`config.mk`:
```
export PLATFORM = sky130hd
export DESIGN_NAME = iob_cache_line_fetch
export DESIGN_NICKNAME = d
export VERILOG_FILES = /design/src/rtl/iob_cache_line_fetch_pkg.sv /design/src/rtl/iob_cache_wrap_cnt.sv /design/src/rtl/iob_cache_line_fetch.sv
export SDC_FILE = /design/constraint.sdc
export NUM_CORES = 1
export LEC_CHECK = 0
export ABC_AREA = 0
export CAP_MARGIN = 30
export CELL_PAD_IN_SITES_DETAIL_PLACEMENT = 0
export CELL_PAD_IN_SITES_GLOBAL_PLACEMENT = 1
export CORE_ASPECT_RATIO = 2
export CORE_UTILIZATION = 22
export CTS_BUF_LIST = sky130_fd_sc_hd__clkbuf_16
export CTS_CLUSTER_SIZE = 30
export DETAILED_ROUTE_END_ITERATION = 8
export PLACE_DENSITY_LB_ADDON = 0.1
export REMOVE_ABC_BUFFERS = 1
export SYNTH_ARGS = -nofsm -noshare
export SYNTH_HDL_FRONTEND = slang
export SYNTH_SLANG_ARGS = --single-unit
```
`constraint.sdc`:
```
create_clock -name clk_i -period 2.2 [get_ports clk_i]
set_clock_uncertainty 0.05 [all_clocks]
set_input_delay 0.66 -clock clk_i [delete_from_list [all_inputs] [get_ports clk_i]]
set_output_delay 0.66 -clock clk_i [all_outputs]
set_load 0.02 [all_outputs]
```
`src/rtl/iob_cache_line_fetch_pkg.sv`:
```
// Shared definitions for the cache line refill engine: FSM state encoding
// and the derived byte-offset width of a back-end word.
package iob_cache_line_fetch_pkg;

  localparam logic [1:0] ST_IDLE  = 2'd0;
  localparam logic [1:0] ST_FETCH = 2'd1;
  localparam logic [1:0] ST_DONE  = 2'd2;

  function automatic int be_nbytes_w(input int data_w);
    return $clog2(data_w / 8);
  endfunction

endpackage

```
`src/rtl/iob_cache_wrap_cnt.sv`:
```
// Beat counter for a line refill. widx is the word index of the current beat,
// wrapping modulo the line size around base when CWF is set.
module iob_cache_wrap_cnt #(
  parameter int LINE2BE_W = 2,
  parameter int CWF       = 1,
  localparam int CW       = (LINE2BE_W > 0) ? LINE2BE_W : 1
) (
  input  logic          clk_i,
  input  logic          reset,
  input  logic          clr,
  input  logic          inc,
  input  logic [CW-1:0] base,
  output logic [CW-1:0] cnt,
  output logic [CW-1:0] widx,
  output logic          last
);

  logic [CW-1:0] cnt_q, cnt_d;
  logic          unused_base;

  assign unused_base = ^base;
  assign cnt  = cnt_q;
  assign last = (LINE2BE_W == 0) || (cnt_q == {CW{1'b1}});

  // The counter stops on the last beat; the next request clears it.
  always_comb begin
    cnt_d = cnt_q;
    if (clr) begin
      cnt_d = '0;
    end else if (inc && !last) begin
      cnt_d = cnt_q + 1'b1;
    end
  end

  // CW-bit add: the carry is dropped so the index never leaves the line.
  always_comb begin
    widx = '0;
    if (LINE2BE_W > 0) begin
      widx = (CWF != 0) ? (base + cnt_q) : cnt_q;
    end
  end

  always_ff @(posedge clk_i) begin
    if (reset) begin
      cnt_q <= '0;
    end else begin
      cnt_q <= cnt_d;
    end
  end

endmodule

```
`src/rtl/iob_cache_line_fetch.sv`:
```
// Line refill engine: fetches one cache line from the back end, one word per
// handshake, and streams each word into the line data memory.
module iob_cache_line_fetch
  import iob_cache_line_fetch_pkg::*;
#(
  parameter int ADDR_W    = 32,
  parameter int BE_ADDR_W = 32,
  parameter int BE_DATA_W = 32,
  parameter int LINE2BE_W = 2,
  parameter int CWF       = 1,
  localparam int NB       = be_nbytes_w(BE_DATA_W),
  localparam int AW       = ADDR_W - NB,
  localparam int CW       = (LINE2BE_W > 0) ? LINE2BE_W : 1
) (
  input  logic                 clk_i,
  input  logic                 reset,
  input  logic                 replace_valid,
  input  logic [AW-1:0]        replace_addr,
  output logic                 replace,
  output logic                 read_valid,
  output logic [CW-1:0]        read_addr,
  output logic [BE_DATA_W-1:0] read_rdata,
  output logic                 crit_valid,
  output logic                 done,
  output logic [BE_ADDR_W-1:0] be_addr,
  output logic                 be_valid,
  input  logic                 be_ready,
  input  logic [BE_DATA_W-1:0] be_rdata,
  output logic [1:0]           state_dbg
);

  // Handshake: a beat moves on a cycle where be_valid & be_ready are both high;
  // be_valid stays high with a stable be_addr until that happens, and each
  // accepted beat is written to the line memory in the same cycle.

  logic [1:0]    state_q, state_d;
  logic [AW-1:0] addr_q, addr_d;
  logic          cnt_clr, cnt_inc, cnt_last;
  logic [CW-1:0] cnt, widx, word_off;
  logic [AW-1:0] word_addr;
  logic          fetch;

  iob_cache_wrap_cnt #(
    .LINE2BE_W(LINE2BE_W),
    .CWF      (CWF)
  ) u_wrap_cnt (
    .clk_i(clk_i),
    .reset(reset),
    .clr  (cnt_clr),
    .inc  (cnt_inc),
    .base (word_off),
    .cnt  (cnt),
    .widx (widx),
    .last (cnt_last)
  );

  generate
    if (LINE2BE_W > 0) begin : g_multi
      assign word_off  = addr_q[CW-1:0];
      assign word_addr = {addr_q[AW-1:LINE2BE_W], widx};
    end else begin : g_single
      assign word_off  = '0;
      assign word_addr = addr_q;
    end
  endgenerate

  always_comb begin
    state_d = state_q;
    addr_d  = addr_q;
    cnt_clr = 1'b0;
    cnt_inc = 1'b0;
    case (state_q)
      ST_IDLE: begin
        if (replace_valid) begin
          addr_d  = replace_addr;
          cnt_clr = 1'b1;
          state_d = ST_FETCH;
        end
      end
      ST_FETCH: begin
        if (be_ready) begin
          cnt_inc = 1'b1;
          if (cnt_last) state_d = ST_DONE;
        end
      end
      ST_DONE: state_d = ST_IDLE;
      default: state_d = ST_IDLE;
    endcase
  end

  always_ff @(posedge clk_i) begin
    if (reset) begin
      state_q <= ST_IDLE;
      addr_q  <= '0;
    end else begin
      state_q <= state_d;
      addr_q  <= addr_d;
    end
  end

  assign fetch      = (state_q == ST_FETCH);
  assign replace    = (state_q != ST_IDLE);
  assign be_valid   = fetch;
  assign done       = (state_q == ST_DONE);
  assign read_valid = fetch && be_ready;
  assign read_addr  = fetch ? widx : '0;
  assign read_rdata = be_rdata;
  assign crit_valid = read_valid && (widx == word_off);
  // Outside FETCH the address is parked at zero rather than the stale line.
  assign be_addr    = fetch ? (BE_ADDR_W'(word_addr) << NB) : '0;
  assign state_dbg  = state_q;

  logic unused_cnt;
  assign unused_cnt = ^cnt;

endmodule
```
# Word level (Yosys, flattened, before mapping)
# Index checks and enable logic that the tools add are counted.
totals:
  regBits: 34
  inputBits: 66
  elab_cells: 31
op_classes:
  eq_ne: 7
  reduce_logical: 9
  addsub: 2
  muxes: 10
ops:
  columns: ["op", "count"]
  rows:
  - ["2-to-1 mux 32 bit", 1]
  - ["2-to-1 mux 2 bit", 4]
  - ["equality test 2 bit (second input constant)", 2]
  - ["2-to-1 mux 1 bit", 4]
  - ["!= test 2 bit (second input constant)", 2]
  - ["case mux 2 bit (2 select lines)", 1]
  - ["logical AND 1 bit", 3]
  - ["AND reduction 3 bit", 1]
  - ["adder 2 x 1 -> 2 bit (second input constant)", 1]
  - ["adder 2 bit", 1]
  - ["equality test 2 x 1 -> 1 bit (second input constant)", 1]
  - ["equality test 2 bit", 1]
  - ["zero test 2 bit", 1]
  - ["!= test 2 x 1 -> 1 bit (second input constant)", 1]
  - ["AND reduction 2 bit", 1]
  - ["nonzero test 2 bit", 1]
  - ["OR reduction 2 bit", 1]
  - ["zero test 1 bit", 1]

# Depth between registers and ports, before layout
logic_depth:
  depth_word: 4
  mapped_depth: 5
  ltp_nobuf: 4

# Cells and area by module
# From an unflattened synthesis, not the netlist that was laid out.
unflattened:
  cells_unflattened: 226
  hier_area_um2: 1765.4
by_module_without_submodules:
  columns: ["module", "area_per_inst_um2", "cells_each", "instances"]
  rows:
  - ["iob_cache_line_fetch", 1640.3, 215, 1]
  - ["iob_cache_wrap_cnt", 125.1, 11, 1]

# Least setup slack after synthesis
# No wires, ideal clock.
synth_path:
  path_type: "flip-flop to output port"
  from: "reg state_q[0], in the netlist state_dbg[0]"
  to: "out read_addr[1]"
  stages_incl_launch_ff: 5
  arrival_time_ns: 1.448
  path_buffers: 2
  setup_slack_ns: 0.042
  required_time_ns: 1.490
  path_cell_list: "dfxtp_1 > and2b_1 > buf_2 > and2_1 > buf_4"
synth_via:
  elab_chain_len: 2
synth_rtl:
  columns: ["item", "line", "text"]
  rows:
  - ["start, declared", "iob_cache_line_fetch.sv:36", "logic [1:0] state_q, state_d;"]
  - ["start signal, assigned", "iob_cache_line_fetch.sv:96", "state_q <= state_d;"]
  - ["equality test 2 x 1 -> 1 bit", "iob_cache_line_fetch.sv:101", "assign fetch = (state_q == ST_FETCH);"]
  - ["via be_valid", "iob_cache_line_fetch.sv:26", "output logic be_valid,"]
  - ["2-to-1 mux 2 bit", "iob_cache_line_fetch.sv:106", "assign read_addr = fetch ? widx : '0;"]
  - ["end, declared", "iob_cache_line_fetch.sv:21", "output logic [CW-1:0] read_addr,"]
# The timed path passes the listed nets, and every way through them passes these cells.

# Final worst setup path
layout_path:
  from: "reg state_q[1], in the netlist state_dbg[1]"
  to: "out be_addr[2]"
layout_via:
  elab_chain_len: 2
layout_rtl:
  columns: ["item", "line", "text"]
  rows:
  - ["equality test 2 x 1 -> 1 bit", "iob_cache_line_fetch.sv:101", null]
  - ["2-to-1 mux 32 bit", "iob_cache_line_fetch.sv:110", "assign be_addr = fetch ? (BE_ADDR_W'(word_addr) << NB) : '0;"]
  - ["end, declared", "iob_cache_line_fetch.sv:25", "output logic [BE_ADDR_W-1:0] be_addr,"]
# Every way passes these cells.

==> reports/results.txt <==
status = complete, no violations
Leak Pwr = 1.05 nW
layout cells sized above 1 = 0.224
GR Util All Layers = 0.133
FF-to-FF End = u_wrap_cnt.cnt[1]$_SDFFE_PP0P_
sequence of cells on the critical path = and2b_2 -> buf_6 -> and2_1 -> clkdlybuf4s15_2
CP required = 1490 ps
worst reg-to-reg setup slack = 780 ps
Cell Int Power = 1.20 mW
clock power share = 0.412
Cells after Synth = 226
max incr delay on CP = 320 ps
vias in the first global route = 1,404
synthesized cell area = 0.00179 mm2
Max Clk Rate = 0.472 GHz
Clk pin slew, worst setup/hold paths = 60 ps
post-place setup slack = -541 ps
DP HPWL = 3950 um
WP data arrival = 1410 ps
Max VDD drop = 400 uV
Final nets = 335
initial antenna violation count = 0
Slowest cell on crit path = dfxtp_1
clk_lat worst skew = 270 ps
drt initial violations = 65
hold depth = 2
Die Ht = 129 um
Port Buffers = 72
IO Pins = 139
die area = 0.00851 mm2
Via density = 4.12
combinational share of power = 0.173
commonest non-fill, non-tap cell in the layout = nand2_1
Switching Share = 0.255
Crit Path Class = reg2out
number of diodes = 0
CP Depth = 4
Synth cell types = 24
Setup crit start = state_dbg[1]$_SDFFE_PP0P_
Overflow after GRT = 0
# Max-Cap Violations = 0
sequential-to-total area share from yosys stat = 0.381
worst setup path end = be_addr[2]
total negative setup slack = 0 ps
first-pass GRT wire length = 7920 um
Seq pwr share = 0.416
Hold Crit Class = reg2reg
Core Rows = 46
Layout area overhead = 35.6%
H-Tree Depth = 2
Post-CTS Repair Setup Buffers = 0
final worst setup slack = 81.4 ps
Tcrit/Tclk final = 0.963
Finished Cell Area = 0.00242 mm2
Net Switching = 0.410 mW
CTS tree = yes
DP Area = 0.00238 mm2
RR Startpoint = u_wrap_cnt.cnt[0]$_SDFFE_PP0P_
largest net degree at the start of global routing = 35
most frequent cells in the layout = 62 x nand2_1, 34 x clkdlybuf4s50_1, 32 x dfxtp_1
Setup crit end kind = output port
fin. max-slew vios = 0
crit-path max FO = 12
clk buf depth = 2
Initial Util = 0.227
post-synthesis register bit count = 34
post-route ant nets = 0
CTS sink cnt = 34
Pre-antenna DRT Iters = 4
gpl congestion = 0.643
# DRC = 0
final wirelength = 5520 um
final std cells w/o fill = 364
final hold vios = 0
Routed wire per std cell = 15.2 um
Hold Worst Slack = 400 ps
vias post-DR = 1,499
number of synthesis warnings = 0
CP Launch Type = register
PwrDens = 663 mW/mm2
number of buffers created by CTS = 5
Core Box Area = 0.00789 mm2
Worst path top cell family by delay = simple AND/OR/NAND/NOR gates
Worst Path Buf+Inv = 2
final setup vio count = 0
worst-case reg-to-reg path depth = 5
Tmin final = 2120 ps
Chip Width = 65.7 um
root buffer cell = clkbuf_16
unrepaired setup endpoints after global routing = false
placed cells = 356
Avg Inst Size Synth = 7.91 um2
through the flow:
step	util	power (mW)
floorplan	-	0.801
global placement	0.302	0.977
detailed placement	0.302	0.976
CTS	0.320	1.65
global route	0.308	1.70
finish	0.308	1.61
cell families after synthesis:
| kind of cell | after synthesis | synth area share |
|---|---|---|
| and+or+nand+nor | 103 | 0.285 |
| buffers and inverters | 50 | 0.206 |
| DFF | 34 | 0.381 |
| AOI/OAI and AO/OA | 31 | 0.0868 |
| xor gates and xnor gates | 4 | 0.0196 |
| adders and majority gates | 2 | 0.0140 |
| other | 1 | 0.00210 |
| muxes | 1 | 0.00560 |
metal layers:
metal,vias up,global-route usage,part of all wire
met4,0,0.0614,0.019
met5,-,0.0125,0
met2,90,0.176,0.43
li1,754,-,-
met1,649,0.157,0.41
met3,6,0.0933,0.14
power groups by stage:
stage	clock network (mW)	registers, mW	logic, mW
5_1_grt	0.719	0.672	0.305
3_3_place_gp	0	0.680	0.298
2_1_floorplan	0	0.681	0.121
4_1_cts	0.698	0.667	0.287
3_5_place_dp	0	0.681	0.296
6_report	0.663	0.669	0.277
tightest hold or removal path: cells and delay by family (launching register included):
kind / cells / cell delay, ps
AOI/OAI and AO/OA: 1 / 50
DFF: 1 / 300
and+or+nand+nor: 1 / 50
sequential cells by signal (all words and copies together), names as in the netlist:
name and flops:
state_dbg 2, u_wrap_cnt.cnt 2, addr_q 30
synthesized netlist by cell type, drive strengths merged:
library cell | instances | area, um2
xnor2 | 1 | 8.76
and2b | 1 | 7.51
clkbuf | 5 | 18.8
or3b | 1 | 11.3
and4bb | 1 | 12.5
nor3 | 3 | 15.0
inv | 1 | 3.75
nor2b | 1 | 6.26
conb | 1 | 3.75
xor2 | 3 | 26.3
nand2 | 62 | 233
buf | 44 | 347
a21oi | 31 | 155
nor2 | 1 | 3.75
mux2i | 1 | 10.0
dfxtp | 34 | 681
nor3b | 2 | 26.3
or2 | 1 | 6.26
and2 | 30 | 188
ha | 2 | 25.0
how the worst min path moves through the flow:
stage,from,endpoint
floorplan,addr_q[10]$_SDFFE_PP0P_,addr_q[10]$_SDFFE_PP0P_
global placement,addr_q[18]$_SDFFE_PP0P_,addr_q[18]$_SDFFE_PP0P_
detailed placement,addr_q[12]$_SDFFE_PP0P_,addr_q[12]$_SDFFE_PP0P_
CTS,addr_q[12]$_SDFFE_PP0P_,addr_q[12]$_SDFFE_PP0P_
global route,addr_q[2]$_SDFFE_PP0P_,addr_q[2]$_SDFFE_PP0P_
finish,addr_q[12]$_SDFFE_PP0P_,addr_q[12]$_SDFFE_PP0P_
layout make-up:
type	count	area (um2)
well taps	96	120
multi-input cells	143	766
clock buffers	5	125
clock inverters	3	12.5
flip-flops and latches	34	683
repair buffers	82	714
fillers	866	5460
inverters	1	3.75
timing repair:
item / in CTS / in global routing
pin swaps: 0 / 3
hold buffers: 0 / 0
setup endpoints to repair: 36 / 29
resized for setup: 91 / 35
No activity file was read; power rests on OpenSTA's default activity.
